$ cat src/rtl/video_out_stage.sv
// Output stage between the pixel pipeline and the VGA pins: delays timing,
// blanks and registers RGB, sets sync polarity, counts frames. Option: VIDEO_OUT_TESTPAT_EN.
module video_out_stage #(
    parameter int                      H_WIDTH         = 11,
    parameter int                      V_WIDTH         = 10,
    parameter int                      COLOR_BITS      = 4,
    parameter int                      PIX_LATENCY     = 6,
    parameter logic [3*COLOR_BITS-1:0] BLANK_COLOR     = '0,
    parameter bit                      SYNC_ACTIVE_LOW = 1'b1
) (
    input  logic                      clk_in,
    input  logic                      rst_in,
    input  logic [H_WIDTH-1:0]        hcount_in,
    input  logic [V_WIDTH-1:0]        vcount_in,
    input  logic                      hsync_in,
    input  logic                      vsync_in,
    input  logic                      blank_in,
    input  logic [3*COLOR_BITS-1:0]   pixel_in,
`ifdef VIDEO_OUT_TESTPAT_EN
    input  logic                      testpat_in,
`endif
    output logic [H_WIDTH-1:0]        hcount_aligned_out,
    output logic [V_WIDTH-1:0]        vcount_aligned_out,
    output logic [COLOR_BITS-1:0]     vga_r,
    output logic [COLOR_BITS-1:0]     vga_g,
    output logic [COLOR_BITS-1:0]     vga_b,
    output logic                      vga_hs,
    output logic                      vga_vs,
    output logic [15:0]               frame_count_out,
    output logic                      new_frame_out,
    output logic                      primed_out
);

    localparam int         PW        = 3 * COLOR_BITS;
    localparam int         L         = PIX_LATENCY;
    localparam logic [4:0] FILL_LAST = 5'(PIX_LATENCY);
    localparam logic       SYNC_IDLE = SYNC_ACTIVE_LOW;

    logic [H_WIDTH-1:0] hc_pipe [1:L];
    logic [V_WIDTH-1:0] vc_pipe [1:L];
    logic               hs_pipe [1:L];
    logic               vs_pipe [1:L];
    logic               bl_pipe [1:L];
    logic               vs_s;

    logic [4:0]         fill_cnt;
    logic               primed;
    logic [PW-1:0]      rgb_q;
    logic               hs_pin;
    logic               vs_pin;
    logic [15:0]        frame_cnt;
    logic               new_frame;
    logic [PW-1:0]      pix_src;
    logic               vs_rise;

`ifdef VIDEO_OUT_TESTPAT_EN
    logic [2:0] bar;
    assign bar = hc_pipe[L][H_WIDTH-2:H_WIDTH-4];

    always_comb begin
        pix_src = pixel_in;
        if (testpat_in) begin
            pix_src = {{COLOR_BITS{bar[2]}},
                       {COLOR_BITS{bar[1]}},
                       {COLOR_BITS{bar[0]}}};
        end
    end
`else
    assign pix_src = pixel_in;
`endif

    // Timing delay line; vs_s is the unblanked stage L+1 vsync for edge detect.
    always_ff @(posedge clk_in) begin
        if (!rst_in) begin
            for (int k = 1; k <= L; k++) begin
                hc_pipe[k] <= '0;
                vc_pipe[k] <= '0;
                hs_pipe[k] <= 1'b0;
                vs_pipe[k] <= 1'b0;
                bl_pipe[k] <= 1'b1;
            end
            vs_s <= 1'b0;
        end else begin
            hc_pipe[1] <= hcount_in;
            vc_pipe[1] <= vcount_in;
            hs_pipe[1] <= hsync_in;
            vs_pipe[1] <= vsync_in;
            bl_pipe[1] <= blank_in;
            for (int k = 2; k <= L; k++) begin
                hc_pipe[k] <= hc_pipe[k-1];
                vc_pipe[k] <= vc_pipe[k-1];
                hs_pipe[k] <= hs_pipe[k-1];
                vs_pipe[k] <= vs_pipe[k-1];
                bl_pipe[k] <= bl_pipe[k-1];
            end
            vs_s <= vs_pipe[L];
        end
    end

    assign vs_rise = primed & vs_pipe[L] & ~vs_s;

    always_ff @(posedge clk_in) begin
        if (!rst_in) begin
            fill_cnt  <= '0;
            primed    <= 1'b0;
            rgb_q     <= BLANK_COLOR;
            hs_pin    <= SYNC_IDLE;
            vs_pin    <= SYNC_IDLE;
            frame_cnt <= '0;
            new_frame <= 1'b0;
        end else begin
            if (!primed) begin
                fill_cnt <= fill_cnt + 5'd1;
            end
            if (fill_cnt == FILL_LAST) begin
                primed <= 1'b1;
            end
            rgb_q     <= (bl_pipe[L] | ~primed) ? BLANK_COLOR : pix_src;
            hs_pin    <= (hs_pipe[L] & primed) ^ SYNC_ACTIVE_LOW;
            vs_pin    <= (vs_pipe[L] & primed) ^ SYNC_ACTIVE_LOW;
            new_frame <= vs_rise;
            if (vs_rise) begin
                frame_cnt <= frame_cnt + 16'd1;
            end
        end
    end

    assign hcount_aligned_out = hc_pipe[L];
    assign vcount_aligned_out = vc_pipe[L];
    assign vga_r              = rgb_q[3*COLOR_BITS-1:2*COLOR_BITS];
    assign vga_g              = rgb_q[2*COLOR_BITS-1:COLOR_BITS];
    assign vga_b              = rgb_q[COLOR_BITS-1:0];
    assign vga_hs             = hs_pin;
    assign vga_vs             = vs_pin;
    assign frame_count_out    = frame_cnt;
    assign new_frame_out      = new_frame;
    assign primed_out         = primed;

endmodule
$ cat config.mk
export PLATFORM = sky130hd
export DESIGN_NAME = video_out_stage
export DESIGN_NICKNAME = d
export VERILOG_FILES = /design/src/rtl/video_out_stage.sv
export SDC_FILE = /design/constraint.sdc
export NUM_CORES = 1
export LEC_CHECK = 0
export BUFFER_PORTS_ARGS = -buffer_cell sky130_fd_sc_hd__buf_4
export CAP_MARGIN = 40
export CORE_ASPECT_RATIO = 0.7
export CORE_MARGIN = 4
export CORE_UTILIZATION = 30
export DETAILED_ROUTE_END_ITERATION = 7
export MAX_ROUTING_LAYER = met4
export PLACE_DENSITY = 0.55
export RECOVER_POWER = 100
export SLEW_MARGIN = 20
export SYNTH_ARGS = -nofsm -noshare
export SYNTH_HDL_FRONTEND = slang
export SYNTH_SLANG_ARGS = --single-unit
$ cat constraint.sdc
create_clock -name clk_in -period 1.8 [get_ports clk_in]
set_clock_uncertainty 0.05 [all_clocks]
set_input_delay 0.36 -clock clk_in [delete_from_list [all_inputs] [get_ports clk_in]]
set_output_delay 0.36 -clock clk_in [all_outputs]
set_load 0.03 [all_outputs]
Word-level counts from Yosys, hierarchy flattened
Memories as Yosys holds them, arrays and structs flattened.
Cells that the tools add are included.
- register bits: 38
- memory bits (writable): 144
- input bits: 38
- output and inout bits: 53
- logic and storage cells: 88
- memories: 5
- add/sub/neg operators: 2
- eq/ne operators: 1
- muxes and demuxes: 32
- bitwise logic cells: 39
- reduce and logical (&&, ||, !) cells: 1
- memory list (name ; depth ; bits a word ; read ports ; clocked after memory_dff ; wr ports ; line ; RTL):
    hc_pipe ; 6 ; 11 ; 6 ; 0 ; 6 ; 39 ; logic [H_WIDTH-1:0] hc_pipe [1:L];
    vc_pipe ; 6 ; 10 ; 6 ; 0 ; 6 ; 40 ; logic [V_WIDTH-1:0] vc_pipe [1:L];
    bl_pipe ; 6 ; 1 ; 6 ; 0 ; 6 ; 43 ; logic bl_pipe [1:L];
    hs_pipe ; 6 ; 1 ; 6 ; 0 ; 6 ; 41 ; logic hs_pipe [1:L];
    vs_pipe ; 6 ; 1 ; 6 ; 0 ; 6 ; 42 ; logic vs_pipe [1:L];
- operators by type and width (operator ; number):
    $mux W11 ; 6
    $mux W10 ; 6
    $or A1 B1 Y1 ; 31
    $mux W1 ; 20
    $add A16 B1 Y16 const B ; 1
    $add A5 B1 Y5 const B ; 1
    $eq A5 B3 Y1 const B ; 1
    $not A1 Y1 ; 5
    $and A1 B1 Y1 ; 3
    $reduce_or A2 Y1 ; 1

Depth between registers and ports, before layout
Gate-level depths: netlist of the first run.
- word-level depth: 3
- mapped depth: 6
- gate-level depth less buffers: 5

Worst setup path before layout of the first run
OpenSTA, ideal clock, no wires.
- kind: register to register
- start point: register frame_cnt[0], in the netlist frame_count_out[0]
- end point: register frame_cnt[10], in the netlist frame_count_out[10]
- setup time: 0.070 ns
- data arrival time: 1.872 ns
- data required time: 1.680 ns
- slack: -0.192 ns
- cell stages (with the launch flop): 7
- path buffers: 1
- period minus slack after synthesis: 1.992 ns
- path through: dfxtp_1 > ha_1 > inv_1 > or4_1 > buf_2 > or3_1 > a21boi_1
- word-level cells in the longest chain between the ends: 1
- RTL lines (element ; line ; RTL):
    from (decl) ; 51 ; logic [15:0] frame_cnt;
    from (signal assigned) ; 123 ; frame_cnt <= frame_cnt + 16'd1;
    $add A16 B1 Y16 ; 123 ;
No other way between the ends.
A chain may end at the register's enable or synchronous reset.

Final worst setup path of the first run
Same ends and word-level chain as after synthesis.

==> results of run 1 <==
==> worst register-to-register path, delay by kind of cell, from the launching register on <==
kind / cells / cell delay, ns
and+or+nand+nor: 2 / 0.87
adders and majority gates: 1 / 0.14
DFF: 1 / 0.38
AOI/OAI and AO/OA: 1 / 0.14
buffers and inverters: 1 / 0.05
==> final cells by class <==
type                            instances  area, um2
Clock buffer                           22        485
Clock inverter                          9        140
Fill cell                            1682      10600
Inverter                                4       15.0
Multi-Input combinational cell        245       1610
Sequential cell                       182       3650
Tap cell                              231        289
Timing Repair Buffer                   95        512
==> layer usage <==
| metal | global-route usage (%) | share of wire, % |
|---|---|---|
| met5 | - | 0 |
| met4 | 4.66 | 2.0 |
| met3 | 3.78 | 6.2 |
| met2 | 12.3 | 45 |
| met1 | 10.3 | 47 |
==> stage by stage <==
stage	instance area (um2)	power (mW)	instances
2_1_floorplan	5350	4.33	453
3_3_place_gp	6290	4.43	757
3_5_place_dp	6290	4.43	757
4_1_cts	6920	8.32	788
5_1_grt	6700	8.50	788
6_report	6700	8.15	788
==> registers in the layout (all words and copies together) (netlist names) <==
signal and flops:
primed_out 1, vga_hs 1, new_frame_out 1, frame_count_out 16, vga_vs 1, hc_pipe 66
bl_pipe 6, hs_pipe 6, vc_pipe 60, vs_s 1, rgb_q 12, fill_cnt 5
vs_pipe 6
==> synth_stat cells (2+ instances only) <==
master	instances
nand2_1	14
nand4_1	4
ha_1	3
xnor2_1	9
o21ai_0	5
mux2i_1	4
inv_1	4
xor2_1	2
and2_1	161
clkbuf_1	21
nand2b_1	10
dfxtp_1	182
a21boi_1	3
nor3_1	4
or3_1	3
nor2b_1	2
nor3b_1	2
nand3_1	6
a21boi_0	2
==> path summary, 6_finish.rpt <==
kind	to	slack [ns]
setup / recovery	frame_count_out[10]$_SDFFE_PN0P_	0.11
hold / removal	bl_pipe[0][1]$_SDFF_PN1_	0.09
setup reg to reg	frame_count_out[10]$_SDFFE_PN0P_	0.11
hold reg to reg	vga_hs$_SDFF_PN1_	0.34
==> logic make-up after synthesis <==
| logic type | after synthesis | share of synthesized area, % |
|---|---|---|
| compound gates | 11 | 1.32 |
| flops | 182 | 68.5 |
| simple gates | 216 | 25.1 |
| buf+inv | 26 | 1.86 |
| fa+ha+maj | 3 | 0.705 |
| mux | 4 | 0.752 |
| xor+xnor | 11 | 1.81 |
==> power by group <==
part           switching (mW)  internal, mW  total (mW)
clock network            1.48          2.35        3.84
registers              0.0222          4.11        4.13
logic                  0.0811         0.104       0.185
total                    1.59          6.57        8.15
==> repair_timing <==
| action | in CTS | in global routing |
|---|---|---|
| gates resized for setup | 0 | 3 |
| hold endpoints to repair | 0 | 0 |
| setup endpoints to repair | 0 | 6 |
==> metrics.txt, run 1 <==
Global Route Usage Sum 8.65%; CP peak stage delay 0.55 ns; Synth warnings 0; Cell Rows 40; Hold Crit Depth 2; fin util 38.8%; Levels on crit path 5; TNS Setup 0 ns; root buf cell clkbuf_16; leading cell type in the layout, fill and taps excluded dfxtp_1; status finished, final reports clean; Port Buffers 90; fmax 0.591 GHz; Initial Util 30.8%; Rel. slew slack 24.2%; Pwr Density 1220 nW/um2; Leak 2.69 nW; vias in the first global route 2933; io pins 91; main area contributors after synthesis dfxtp_1, and2_1, clkbuf_1; post-DP HPWL 5160 um; Layout Nets 586; setup bufs post-CTS 0; fin crit period 1.69 ns; Synth Cell Area 5320 um2; Worst path top cell family by delay simple AND/OR/NAND/NOR gates; Top FF cell, synth dfxtp_1; H-tree depth 4; worst-case vdd ir drop 0.000542 V; n_diodes 0; EDFF count, synth 0; CP endpoint kind flop; clk buf depth 2; RSZ-0062 raised after global routing false; async set-reset flop share out of synthesis 0%; most frequent cells in the layout dfxtp_1, and2_1, clkbuf_1; CTS Sinks 182; Slowest cell on crit path or4_4; total CTS buffers 17; crit path kind flop to flop; Via Count 3069; Synth top area share 68.5%; Yosys top cell by area dfxtp_1; CP Max Fanout 7; Die Area 20000 um2; GRT overflow 0; Mean Syn Cell Area 11.7 um2; worst-case reg-to-reg path depth 5; starting DRC count in detailed routing 128; routed len/inst 10.2 um; # hold bufs at CTS 0; drt drc 0; Distinct cells, synth 31; sequential area share after synthesis 68.5%; largest net degree at the start of global routing 85; final hold vios 0; drt total wl 8020 um; Core Area 17300 um2; number of antenna violations at the first check in global routing 0; Die Span Y 119 um; worst hold path startpoint blank_in; pins over their slew limit 0; Worst-Margin Slew 1.14 ns; CTS tree yes; HP Class input pin to flop; Final setup viols 0; Seq cells post-synth 182; Critical path buffers and inverters 1; Die W 167 um; crit share post-route 94.0%; GP Congestion 0.678; first-pass GRT wire length 13500 um; layout cell share with drive strength beyond 1 15.3%; Final WS setup 0.107 ns; Routed Antenna Nets 0; Worst Hold Margin 0.0860 ns; FF-to-FF Start frame_count_out[0]$_SDFFE_PN0P_; vias per cell 3.89; CP Launch Point frame_count_out[0]$_SDFFE_PN0P_; max-cap viol count 0; CP arrival 1.99 ns; Crit path required time 2.09 ns; Worst-path clk slew 0.07 ns; ordered list of cells on the worst path ha_4, inv_1, or4_4, or3_1, a21boi_1; Pre-antenna DRT Iters 6; pre-CTS setup slack 0.0401 ns; Startpoint Class flop; Cells after Synth 453; synth-to-layout area growth 25.9%; syn nets 494; worst skew pair latency 0.41 ns
Power figures use the tool's default switching activity.
==> run 2, diff against run 1 <==
--- a/config.mk
+++ b/config.mk
@@ -7,12 +7,14 @@
 export LEC_CHECK = 0
 export BUFFER_PORTS_ARGS = -buffer_cell sky130_fd_sc_hd__buf_4
 export CAP_MARGIN = 40
+export CELL_PAD_IN_SITES_DETAIL_PLACEMENT = 1
+export CELL_PAD_IN_SITES_GLOBAL_PLACEMENT = 2
 export CORE_ASPECT_RATIO = 0.7
 export CORE_MARGIN = 4
 export CORE_UTILIZATION = 30
 export DETAILED_ROUTE_END_ITERATION = 7
 export MAX_ROUTING_LAYER = met4
-export PLACE_DENSITY = 0.55
+export PLACE_DENSITY = 0.74
 export RECOVER_POWER = 100
 export SLEW_MARGIN = 20
 export SYNTH_ARGS = -nofsm -noshare
==> run 2 against run 1 <==
Routed wire length rose by 14%. Via count is 1.9% higher. Sequential power about the same. Clock-buffer cell count fell by 4. Hold slack got worse by 0.012 ns. Sequential share of layout area down 0.10 points.
==> metrics.txt, run 2 (synthesized netlist as in run 1, its figures left out) <==
first-pass GRT wire length 15300 um; vias in the first global route 3212; multi-input gate area in the final layout 1600 um2; n_diodes 0; fillcell total 1897; leading cell type in the layout, fill and taps excluded dfxtp_1; Top reg by flops hc_pipe; routed len/inst 11.6 um; Crit path required time 2.10 ns; post-DP HPWL 6090 um; pins over their slew limit 0; Die Span Y 119 um; # hold bufs at CTS 0; Pwr Density 1220 nW/um2; setup bufs post-CTS 0; Startpoint Class flop; root buf cell clkbuf_16; worst skew pair latency 0.42 ns; Rel. slew slack 33.5%; drt total wl 9160 um; non-filler cells in the finished layout 790; Final setup viols 0; drt drc 0; H-tree depth 4; number of antenna violations at the first check in global routing 0; CP arrival 2.01 ns; Initial Util 30.8%; Largest register FFs 66; CTS tree yes; Via Count 3128; layout cell share with drive strength beyond 1 15.9%; dpl cells 759; GRT overflow 0; crit path kind flop to flop; Worst-path clk slew 0.07 ns; crit share post-route 95.1%; GP Congestion 0.681; Global Route Usage Sum 9.93%; CTS Sinks 182; vias per cell 3.96; fin crit period 1.71 ns; Storage cell area 3660 um2; clk buf depth 2; max-cap viol count 0; starting DRC count in detailed routing 112; Die Area 20000 um2; Layout Nets 588; CP Max Fanout 7; io pins 91; Pre-antenna DRT Iters 4; total CTS buffers 17; TNS Setup 0 ns; Leak 2.72 nW; largest net degree at the start of global routing 129; Worst-Margin Slew 0.997 ns; Cell Rows 40; Port Buffers 90; RSZ-0062 raised after global routing false; Die W 167 um; Routed Antenna Nets 0; final hold vios 0; Core Area 17300 um2; CP endpoint kind flop; HP Class input pin to flop; most frequent cells in the layout dfxtp_1, and2_1, clkbuf_1; synth-to-layout area growth 26.3%; fmax 0.584 GHz; worst-case vdd ir drop 0.000598 V; status finished, final reports clean
run 2: cell types whose count changed in the layout (fill, tap and decap cells not counted), sizes merged:
cell / change
clkinvlp: -1
clkbuf: -4
bufinv: +1
buf: +2
clkinv: +3
inv: +1
run 2: worst paths after layout:
| check | from | endpoint | slack, ns | depth (start not counted) |
|---|---|---|---|---|
| min reg2reg | bl_pipe[1][0]$_SDFF_PN1_ | bl_pipe[1][1]$_SDFF_PN1_ | 0.36 | 1 |
| max reg2reg | frame_count_out[0]$_SDFFE_PN0P_ | frame_count_out[10]$_SDFFE_PN0P_ | 0.09 | 5 |
| min | blank_in | bl_pipe[0][1]$_SDFF_PN1_ | 0.07 | 2 |
| max | frame_count_out[0]$_SDFFE_PN0P_ | frame_count_out[10]$_SDFFE_PN0P_ | 0.09 | 5 |
run 2: worst max-delay path, stage by stage (launching register included):
cell,delay (ns)
dfxtp_4,0.38
ha_4,0.15
inv_1,0.05
or4_4,0.53
or3_1,0.34
a21boi_1,0.15
run 2: area by class of cell:
cell class,instances,share of cell area [%]
sequential,182,54.4
multi-input combinational,245,23.8
timing repair buffer,97,7.90
clock buffer,18,6.39
tap,231,4.30
clock inverter,13,2.96
inverter,4,0.223
run 2: what timing repair did:
| action | in CTS | in global routing |
|---|---|---|
| cloned | 0 | 0 |
| setup endpoints to repair | 3 | 3 |
| resized for setup | 1 | 2 |
| pin swaps | 0 | 3 |
run 2: metrics by stage:
step           hold WS (ns)  cell area, um2  util (%)  setup slack [ns]  total power, mW
6_report             0.0737            6720      38.9            0.0887             8.20
5_1_grt              0.0498            6720      38.9           0.00314             8.57
4_1_cts              0.0486            6920      40.1            0.0276             8.36
3_5_place_dp          0.341            6290      36.4           -0.0743             4.43
3_3_place_gp          0.341            6290      36.4            0.0345             4.42
2_1_floorplan         0.319            5350         -           0.00360             4.33
run 2: power by group:
| part | switching [mW] | internal, mW |
|---|---|---|
| combinational | 0.0836 | 0.104 |
| sequential | 0.0226 | 4.11 |
| clock | 1.54 | 2.34 |
run 2: metal layers:
layer	global-route usage [%]	wire, um	share of wire (%)
met3	4.01	430	4.7
met1	10.6	3810	42
met4	4.11	165	1.8
met2	16.5	4760	52
met5	-	0	0
